$ cat config.mk
export PLATFORM = sky130hd
export DESIGN_NAME = scan_link_arbiter
export DESIGN_NICKNAME = d
export VERILOG_FILES = /design/src/rtl/scan_pkg.sv /design/src/rtl/scan_frame_rx.sv /design/src/rtl/scan_link_arbiter.sv
export SDC_FILE = /design/constraint.sdc
export NUM_CORES = 1
export LEC_CHECK = 0
export CELL_PAD_IN_SITES_DETAIL_PLACEMENT = 0
export CELL_PAD_IN_SITES_GLOBAL_PLACEMENT = 2
export CORE_MARGIN = 1
export CORE_UTILIZATION = 36
export CTS_CLUSTER_SIZE = 25
export DETAILED_ROUTE_END_ITERATION = 16
export PLACE_DENSITY_LB_ADDON = 0.12
export SKIP_CTS_REPAIR_TIMING = 1
export SYNTH_ARGS = -nofsm -noshare
export SYNTH_HDL_FRONTEND = slang
export SYNTH_SLANG_ARGS = --single-unit
$ cat constraint.sdc
create_clock -name clk -period 2 [get_ports clk]
set_input_delay 0.2 -clock clk [delete_from_list [all_inputs] [get_ports clk]]
set_output_delay 0.2 -clock clk [all_outputs]
set_load 0.02 [all_outputs]
$ cat src/rtl/scan_pkg.sv
// Shared definitions for the scanner link arbiter.
// Holds the command byte codes seen on the scanner serial frames, the control
// codes driven back to the scanners, and the link FSM state encoding.
package scan_pkg;

  localparam logic [7:0] CMD_NEAR  = 8'd2;
  localparam logic [7:0] CMD_START = 8'd3;
  localparam logic [7:0] CMD_FULL  = 8'd4;
  localparam logic [7:0] CMD_DATA  = 8'd7;

  localparam logic [1:0] CTRL_NONE    = 2'b00;
  localparam logic [1:0] CTRL_START   = 2'b01;
  localparam logic [1:0] CTRL_RELEASE = 2'b10;

  typedef enum logic [1:0] {
    LINK_IDLE    = 2'd0,
    LINK_GRANT   = 2'd1,
    LINK_RELEASE = 2'd2
  } link_state_e;

endpackage

$ cat src/rtl/scan_frame_rx.sv
// Serial frame deserializer for one scanner channel.
// Eight bit strobes (MSB first) form one byte; frame_valid_o pulses for one
// cycle after the eighth strobe. The byte following a CMD_DATA header is
// flagged as data; every other byte is a command.
// Ports:
//   clk, rst          clock, synchronous active-high reset
//   bit_valid_i       one serial bit present on bit_data_i
//   bit_data_i        serial bit
//   frame_valid_o     one-cycle pulse, frame_byte_o/frame_is_data_o valid
//   frame_byte_o      assembled byte
//   frame_is_data_o   byte is a data payload rather than a command
module scan_frame_rx
  import scan_pkg::*;
(
  input  logic       clk,
  input  logic       rst,
  input  logic       bit_valid_i,
  input  logic       bit_data_i,
  output logic       frame_valid_o,
  output logic [7:0] frame_byte_o,
  output logic       frame_is_data_o
);

  logic [6:0] shift_q;
  logic [2:0] cnt_q;
  logic       data_next_q;
  logic       frame_valid_q;
  logic [7:0] frame_byte_q;
  logic       frame_is_data_q;
  logic [7:0] byte_w;

  assign byte_w = {shift_q, bit_data_i};

  always_ff @(posedge clk) begin
    if (rst) begin
      shift_q         <= '0;
      cnt_q           <= '0;
      data_next_q     <= 1'b0;
      frame_valid_q   <= 1'b0;
      frame_byte_q    <= '0;
      frame_is_data_q <= 1'b0;
    end else begin
      frame_valid_q <= 1'b0;
      if (bit_valid_i) begin
        shift_q <= byte_w[6:0];
        cnt_q   <= cnt_q + 3'd1;
        if (cnt_q == 3'd7) begin
          frame_valid_q   <= 1'b1;
          frame_byte_q    <= byte_w;
          frame_is_data_q <= data_next_q;
          // A payload byte equal to CMD_DATA is data, not a fresh header.
          data_next_q     <= !data_next_q && (byte_w == CMD_DATA);
        end
      end
    end
  end

  assign frame_valid_o   = frame_valid_q;
  assign frame_byte_o    = frame_byte_q;
  assign frame_is_data_o = frame_is_data_q;

endmodule

$ cat src/rtl/scan_link_arbiter.sv
// Controller for two scanners sharing one transfer link.
// Decodes scanner frames, issues START/RELEASE control codes (each held for
// CMD_HOLD cycles), and grants the link round-robin to one full scanner at a
// time, forwarding its data byte downstream.
// Ports:
//   clk, rst       clock, synchronous active-high reset
//   go             pulse: request START on channel 0
//   bit_valid/data per-channel serial input
//   ctrl0, ctrl1   control codes to scanners
//   rdy_xfer       one-hot link grant
//   near_full      per-channel near-full flag
//   xfer_valid/src/data  forwarded data byte
//   busy           grant active
//   err_timeout    pulse on forced release
//
// Link FSM states:
//   state        | meaning
//   LINK_IDLE    | no grant; pick a pending channel (RR on tie)
//   LINK_GRANT   | link granted to gnt_q, timeout running
//   LINK_RELEASE | drop grant, clear flags, request RELEASE ctrl
module scan_link_arbiter
  import scan_pkg::*;
#(
  parameter int CMD_HOLD = 8,
  parameter int TIMEOUT  = 1024,
  parameter int CW       = 11
) (
  input  logic       clk,
  input  logic       rst,
  input  logic       go,
  input  logic [1:0] bit_valid,
  input  logic [1:0] bit_data,
  output logic [1:0] ctrl0,
  output logic [1:0] ctrl1,
  output logic [1:0] rdy_xfer,
  output logic [1:0] near_full,
  output logic       xfer_valid,
  output logic       xfer_src,
  output logic [7:0] xfer_data,
  output logic       busy,
  output logic       err_timeout
);

  localparam int HW = $clog2(CMD_HOLD + 1);

  logic [1:0]      fv;
  logic [1:0][7:0] fb;
  logic [1:0]      fd;

  for (genvar g = 0; g < 2; g++) begin : g_rx
    scan_frame_rx u_rx (
      .clk             (clk),
      .rst             (rst),
      .bit_valid_i     (bit_valid[g]),
      .bit_data_i      (bit_data[g]),
      .frame_valid_o   (fv[g]),
      .frame_byte_o    (fb[g]),
      .frame_is_data_o (fd[g])
    );
  end

  link_state_e     state_q, state_d;
  logic            gnt_q, gnt_d;
  logic            rr_q, rr_d;
  logic [CW-1:0]   tmo_q, tmo_d;
  logic [1:0]      pending_q, pending_d;
  logic [1:0]      near_q, near_d;
  logic            xv_q, xv_d;
  logic            xs_q, xs_d;
  logic [7:0]      xd_q, xd_d;
  logic            err_q, err_d;

  logic [1:0]         active_q, active_d;
  logic [1:0]         st_wait_q, st_wait_d;
  logic [1:0]         rel_wait_q, rel_wait_d;
  logic [1:0][HW-1:0] hold_q, hold_d;
  logic [1:0][1:0]    code_q, code_d;

  logic [1:0] cmd_near, cmd_start, cmd_full;
  logic [1:0] start_req, rel_req, flag_clr, full_block;

  always_comb begin
    cmd_near  = '0;
    cmd_start = '0;
    cmd_full  = '0;
    for (int i = 0; i < 2; i++) begin
      cmd_near[i]  = fv[i] && !fd[i] && (fb[i] == CMD_NEAR);
      cmd_start[i] = fv[i] && !fd[i] && (fb[i] == CMD_START);
      cmd_full[i]  = fv[i] && !fd[i] && (fb[i] == CMD_FULL);
    end
    // A START from one scanner targets the other one.
    start_req[0] = (go | cmd_start[1]) & ~active_q[0] & ~st_wait_q[0];
    start_req[1] = cmd_start[0] & ~active_q[1] & ~st_wait_q[1];
  end

  always_comb begin
    state_d  = state_q;
    gnt_d    = gnt_q;
    rr_d     = rr_q;
    tmo_d    = tmo_q;
    xv_d     = 1'b0;
    xs_d     = xs_q;
    xd_d     = xd_q;
    err_d    = 1'b0;
    rel_req  = 2'b00;
    flag_clr = 2'b00;
    unique case (state_q)
      LINK_IDLE: begin
        if (|pending_q) begin
          // rr_q holds the last granted channel.
          gnt_d   = (&pending_q) ? ~rr_q : pending_q[1];
          tmo_d   = CW'(TIMEOUT);
          state_d = LINK_GRANT;
        end
      end
      LINK_GRANT: begin
        if (fv[gnt_q] && fd[gnt_q]) begin
          xv_d    = 1'b1;
          xs_d    = gnt_q;
          xd_d    = fb[gnt_q];
          state_d = LINK_RELEASE;
        end else if (tmo_q == '0) begin
          err_d   = 1'b1;
          state_d = LINK_RELEASE;
        end else begin
          tmo_d = tmo_q - CW'(1);
        end
      end
      LINK_RELEASE: begin
        rel_req[gnt_q]  = 1'b1;
        flag_clr[gnt_q] = 1'b1;
        rr_d            = gnt_q;
        state_d         = LINK_IDLE;
      end
      default: state_d = LINK_IDLE;
    endcase
  end

  assign full_block = (state_q == LINK_GRANT) ? (2'b01 << gnt_q) : 2'b00;
  assign pending_d  = (pending_q & ~flag_clr) | (cmd_full & ~full_block);
  assign near_d     = (near_q & ~flag_clr) | cmd_near;

  // Control issue: one code per channel at a time, RELEASE before START.
  always_comb begin
    active_d   = active_q;
    st_wait_d  = st_wait_q | start_req;
    rel_wait_d = rel_wait_q | rel_req;
    hold_d     = hold_q;
    code_d     = code_q;
    for (int i = 0; i < 2; i++) begin
      if (hold_q[i] != '0) begin
        hold_d[i] = hold_q[i] - HW'(1);
      end else if (rel_wait_d[i]) begin
        code_d[i]     = CTRL_RELEASE;
        hold_d[i]     = HW'(CMD_HOLD);
        rel_wait_d[i] = 1'b0;
        active_d[i]   = 1'b0;
      end else if (st_wait_d[i]) begin
        code_d[i]    = CTRL_START;
        hold_d[i]    = HW'(CMD_HOLD);
        st_wait_d[i] = 1'b0;
        active_d[i]  = 1'b1;
      end
    end
  end

  always_ff @(posedge clk) begin
    if (rst) begin
      state_q    <= LINK_IDLE;
      gnt_q      <= 1'b0;
      rr_q       <= 1'b0;
      tmo_q      <= '0;
      pending_q  <= '0;
      near_q     <= '0;
      xv_q       <= 1'b0;
      xs_q       <= 1'b0;
      xd_q       <= '0;
      err_q      <= 1'b0;
      active_q   <= '0;
      st_wait_q  <= '0;
      rel_wait_q <= '0;
      hold_q     <= '0;
      code_q     <= '0;
    end else begin
      state_q    <= state_d;
      gnt_q      <= gnt_d;
      rr_q       <= rr_d;
      tmo_q      <= tmo_d;
      pending_q  <= pending_d;
      near_q     <= near_d;
      xv_q       <= xv_d;
      xs_q       <= xs_d;
      xd_q       <= xd_d;
      err_q      <= err_d;
      active_q   <= active_d;
      st_wait_q  <= st_wait_d;
      rel_wait_q <= rel_wait_d;
      hold_q     <= hold_d;
      code_q     <= code_d;
    end
  end

  assign ctrl0       = (hold_q[0] != '0) ? code_q[0] : CTRL_NONE;
  assign ctrl1       = (hold_q[1] != '0) ? code_q[1] : CTRL_NONE;
  assign rdy_xfer    = (state_q == LINK_GRANT) ? (2'b01 << gnt_q) : 2'b00;
  assign busy        = (state_q == LINK_GRANT);
  assign near_full   = near_q;
  assign xfer_valid  = xv_q;
  assign xfer_src    = xs_q;
  assign xfer_data   = xd_q;
  assign err_timeout = err_q;

endmodule

==> impl.org <==
** Final layout
- Final Net Count :: 453
- Of the cells placed in the final design, the portion with a size suffix greater than 1 is 9.438%.
- Compared with the post-synthesis result, the final layout area differs by 19.48%.
- Number of non-filler instances in the completed layout :: 578
- Cell area after layout :: 4328 sq um
- Fill cell instance count of the final layout :: 1003
- 0 antenna diodes ended up in the layout.

** Critical path
- The critical path contains buffers and inverters numbering 0 combined.
- Crit Path Category :: reg2reg
- Along the worst path, the maximum fanout reaches 6.
- Most frequent cell on the critical path :: sky130_fd_sc_hd__or4_1
- Worst setup EP type :: register
- The worst setup path is launched from a register.
- Slowest stage delay, CP :: 0.53 ns
- The critical path goes through or3_4 > or4_1 > or4_1 > a21boi_1.
- WP data arrival :: 2.20 ns
- Required time worst endpoint :: 2.29 ns
- Top Family by Delay on Critical Path :: simple AND/OR/NAND/NOR gates
- The slowest stage of the critical path belongs to the cell sky130_fd_sc_hd__or4_1.

** STA
- Final period util :: 95.93%
- Remaining max-slew budget at the tightest pin :: 64.19%
- RSZ-0062 raised after global routing :: no
- Setup violations, final :: 0
- Worst Hold Margin :: 0.1390 ns
- The smallest clock period supported by the final layout is computed as 1.919 ns.
- Transition time at the pin with the least slew margin :: 0.5297 ns
- Timing-limited maximum frequency :: 521.2 MHz
- Maximum clock skew at final layout :: 0.009977 ns
- The final hold violation count came to 0.
- Final count of pins violating max slew :: 0

** Logic synthesis
- Synth Area in Compound Gates :: 13.40%
- Number of register bits inferred by synthesis :: 88
- Top post-synthesis cells by area :: sky130_fd_sc_hd__dfxtp_1, sky130_fd_sc_hd__mux2i_1, sky130_fd_sc_hd__nand2_1
- Sequential fraction of the synthesis area :: 48.64%
- Post-synthesis mux area share :: 8.290%
- The synthesized design spends more area on one cell type than any other, namely sky130_fd_sc_hd__dfxtp_1.
- Most used flip-flop cell after synthesis :: sky130_fd_sc_hd__dfxtp_1
- Synthesis handed over a netlist of 407 instances.
- Commonest cells in the synthesized netlist :: sky130_fd_sc_hd__dfxtp_1, sky130_fd_sc_hd__nand2_1, sky130_fd_sc_hd__nor2_1
- A synthesized cell averages 8.900 sq um.
- After synthesis, the share of flip-flops with an asynchronous set or reset is 0%.
- Yosys mapped the design onto 47 distinct sky130hd cell types.
- Counting flops with a built-in enable in the synthesized netlist gives 0.
- Dominant combinational cell family by area after synthesis :: simple AND/OR/NAND/NOR gates
- The synthesized netlist devotes 1.727% of its cell area to adder and majority cells.
- After Yosys synthesis, and, or, nand and nor cells account for 24.49% of the synthesized area.
- The number of nets handed over by synthesis was 419.
- Number of warnings reported in the yosys synthesis log :: 0
- By instance count, the leading cell after synthesis is sky130_fd_sc_hd__dfxtp_1.
- The mapped netlist covers 3622 sq um.
- After Yosys synthesis, XOR and XNOR cells account for 0.4836% of the synthesized area.
- Share of Yosys cell area claimed by the top area cell type :: 48.64%

** Routing
- Total DRC errors in the routed layout :: 0
- The final layout contains routed wiring with a total length of 7869 microns.
- For this run, the detailed router's first-pass iteration total came to 7.
- Dividing the detail-routed wire length by the instance count gives 13.61 microns.
- Across all layers, the routed design uses 2905 vias.
- In the routed layout, each cell is associated on average with a via count of 5.026.
- The count of nets left with antenna violations once routing finished came out at 0.
- First DRT Iteration DRCs :: 65

** Global route
- Largest net degree at the start of global routing :: 31
- The number of antenna violations at the first check in global routing was 0.
- Global-route wire length before repair :: 13250 microns
- Remaining global-route overflow :: 0
- Via count of the first global-routing pass :: 2745
- Global routing used 16.23% of the available tracks.

** Placed design
- At the end of routability-driven placement, the weighted congestion stood at 0.7241.
- Area after DPL :: 4094 sq um
- Placed cells :: 563
- Number of I/O port buffers :: 26
- DP Wirelength :: 5579 microns

** Power
- Proportion of power drawn by the clock network :: 37.3%
- For this design the ratio of total power to cell area is 823.1 nW/um^2.
- Sequential cells burn 53.1% of the power.
- Comb pwr share :: 9.6%
- Of the total power, the share spent switching nets is 24.55%.
- Switching power :: 0.8743 mW
- Total leakage power :: 1.679 nW
- Cell internal power was estimated by the tool at 2.688 mW.
- Worst vdd ir :: 362.3 uV

** Floorplan
- Number of primary I/O pins :: 27
- Die Outline Area :: 10470 sq um
- In this run the vertical extent of the chip is 102.3 microns.
- Width of the chip :: 102.3 microns
- The initial utilization of the core area, before any placement, comes to 37.06%.
- Core region area :: 9774 sq um
- Row count :: 36

** CTS
- Deepest clock path buffer count :: 2
- Skew-Pair Late Insertion Delay :: 0.35 ns
- Number of buffers created by CTS :: 9
- CTS root buffer :: sky130_fd_sc_hd__clkbuf_8
- TritonCTS built the clock tree.
- CTS HTree Levels :: 3
- Clock tree synthesis found a total of 88 sinks.
- Clock-pin slew reported for the worst setup and hold paths after clock tree synthesis :: 0.09 ns

** Run
- Number of maximum-capacitance constraint violations :: 0

** Outcome
- Result of the run :: finished, final reports clean

** Hold path
- The tightest min-delay check is of the in2reg type.
## area by class of cell
| type | count | area (sq um) | share of cell area, % |
|---|---|---|---|
| Tap cell | 133 | 166.4 | 3.845 |
| Timing Repair Buffer | 43 | 395.4 | 9.136 |
| Inverter | 8 | 30.03 | 0.6938 |
| Multi-Input combinational cell | 291 | 1763 | 40.73 |
| Clock buffer | 10 | 127.6 | 2.949 |
| Clock inverter | 5 | 82.58 | 1.908 |
| Sequential cell | 88 | 1763 | 40.73 |
## flip-flops by register name (all words and copies together) (netlist names), 4 cells and up
register,flops
tmo_q,11
g_rx.u_rx.shift_q,14
g_rx.u_rx.frame_byte_o,16
xfer_data,8
hold_q,8
code_q,4
g_rx.u_rx.cnt_q,6
## routing by layer
metal  routed length [microns]  up-vias  part of all wire, %  track usage [%]
li1                          -     1505                    -                -
met1                      4099     1363                   52            22.23
met2                      3500       29                   44            25.55
met3                       187        8                  2.4            3.283
met4                        82        0                  1.0            5.275
met5                         0        -                    0                0
## stage by stage
stage	utilization (%)	total power [mW]	setup TNS, ns	setup slack [ns]
2_1_floorplan	-	2.134	0	0.1719
3_3_place_gp	41.88	2.261	0	0.1161
3_5_place_dp	41.88	2.265	0	0.08027
4_1_cts	44.03	3.599	-0.7955	-0.2464
5_1_grt	44.28	3.739	0	0.02195
6_report	44.28	3.562	0	0.08131
## worst paths after layout
path | start | end | slack [ns] | cells past startpoint
setup / recovery | tmo_q[2]$_SDFFE_PP0P_ | tmo_q[9]$_SDFFE_PP0P_ | 0.08 | 4
hold / removal | rst | hold_q[2]$_SDFFE_PP0P_ | 0.14 | 2
setup reg to reg | tmo_q[2]$_SDFFE_PP0P_ | tmo_q[9]$_SDFFE_PP0P_ | 0.08 | 4
hold reg to reg | code_q[1]$_SDFFE_PP0P_ | code_q[1]$_SDFFE_PP0P_ | 0.46 | 2
## cell usage in the layout, fill, tap and decap left out, types with 3 or more instances in the layout
cell type / instances
sky130_fd_sc_hd__dfxtp_1: 87
sky130_fd_sc_hd__nand2_1: 58
sky130_fd_sc_hd__nor2_1: 46
sky130_fd_sc_hd__a21oi_1: 34
sky130_fd_sc_hd__mux2i_1: 30
sky130_fd_sc_hd__clkdlybuf4s50_1: 20
sky130_fd_sc_hd__buf_4: 17
sky130_fd_sc_hd__nor3_1: 10
sky130_fd_sc_hd__a211oi_1: 9
sky130_fd_sc_hd__clkbuf_8: 9
sky130_fd_sc_hd__inv_1: 8
sky130_fd_sc_hd__nand2b_1: 7
sky130_fd_sc_hd__and2_1: 7
sky130_fd_sc_hd__or4_1: 7
sky130_fd_sc_hd__nor4_1: 7
sky130_fd_sc_hd__o21ai_0: 7
sky130_fd_sc_hd__nand3_1: 6
sky130_fd_sc_hd__ha_1: 5
sky130_fd_sc_hd__dlymetal6s2s_1: 5
sky130_fd_sc_hd__a31oi_1: 4
sky130_fd_sc_hd__o31ai_1: 4
sky130_fd_sc_hd__nand3b_1: 3
sky130_fd_sc_hd__nor3b_1: 3
sky130_fd_sc_hd__o21a_1: 3
sky130_fd_sc_hd__or4b_2: 3
sky130_fd_sc_hd__or3_1: 3
sky130_fd_sc_hd__o41ai_1: 3
## cells by family after synthesis
family | count (synthesis)
simple gates | 177
flops | 88
compound gates | 77
mux | 30
buf+inv | 28
fa+ha+maj | 5
xor+xnor | 2
## power groups by stage
stage / sequential, mW / clock (mW) / combinational [mW]
floorplan: 1.91 / 0 / 0.229
global placement: 1.93 / 0 / 0.335
detailed placement: 1.93 / 0 / 0.337
CTS: 1.89 / 1.37 / 0.339
global route: 1.91 / 1.44 / 0.387
finish: 1.89 / 1.33 / 0.341
## worst reg2reg max path, stage by stage (launching register included)
cell and delay, ns:
sky130_fd_sc_hd__dfxtp_2 0.35, sky130_fd_sc_hd__or3_4 0.42, sky130_fd_sc_hd__or4_1 0.53, sky130_fd_sc_hd__or4_1 0.42, sky130_fd_sc_hd__a21boi_1 0.14
Note: power is estimated with default switching activity, not from simulation.
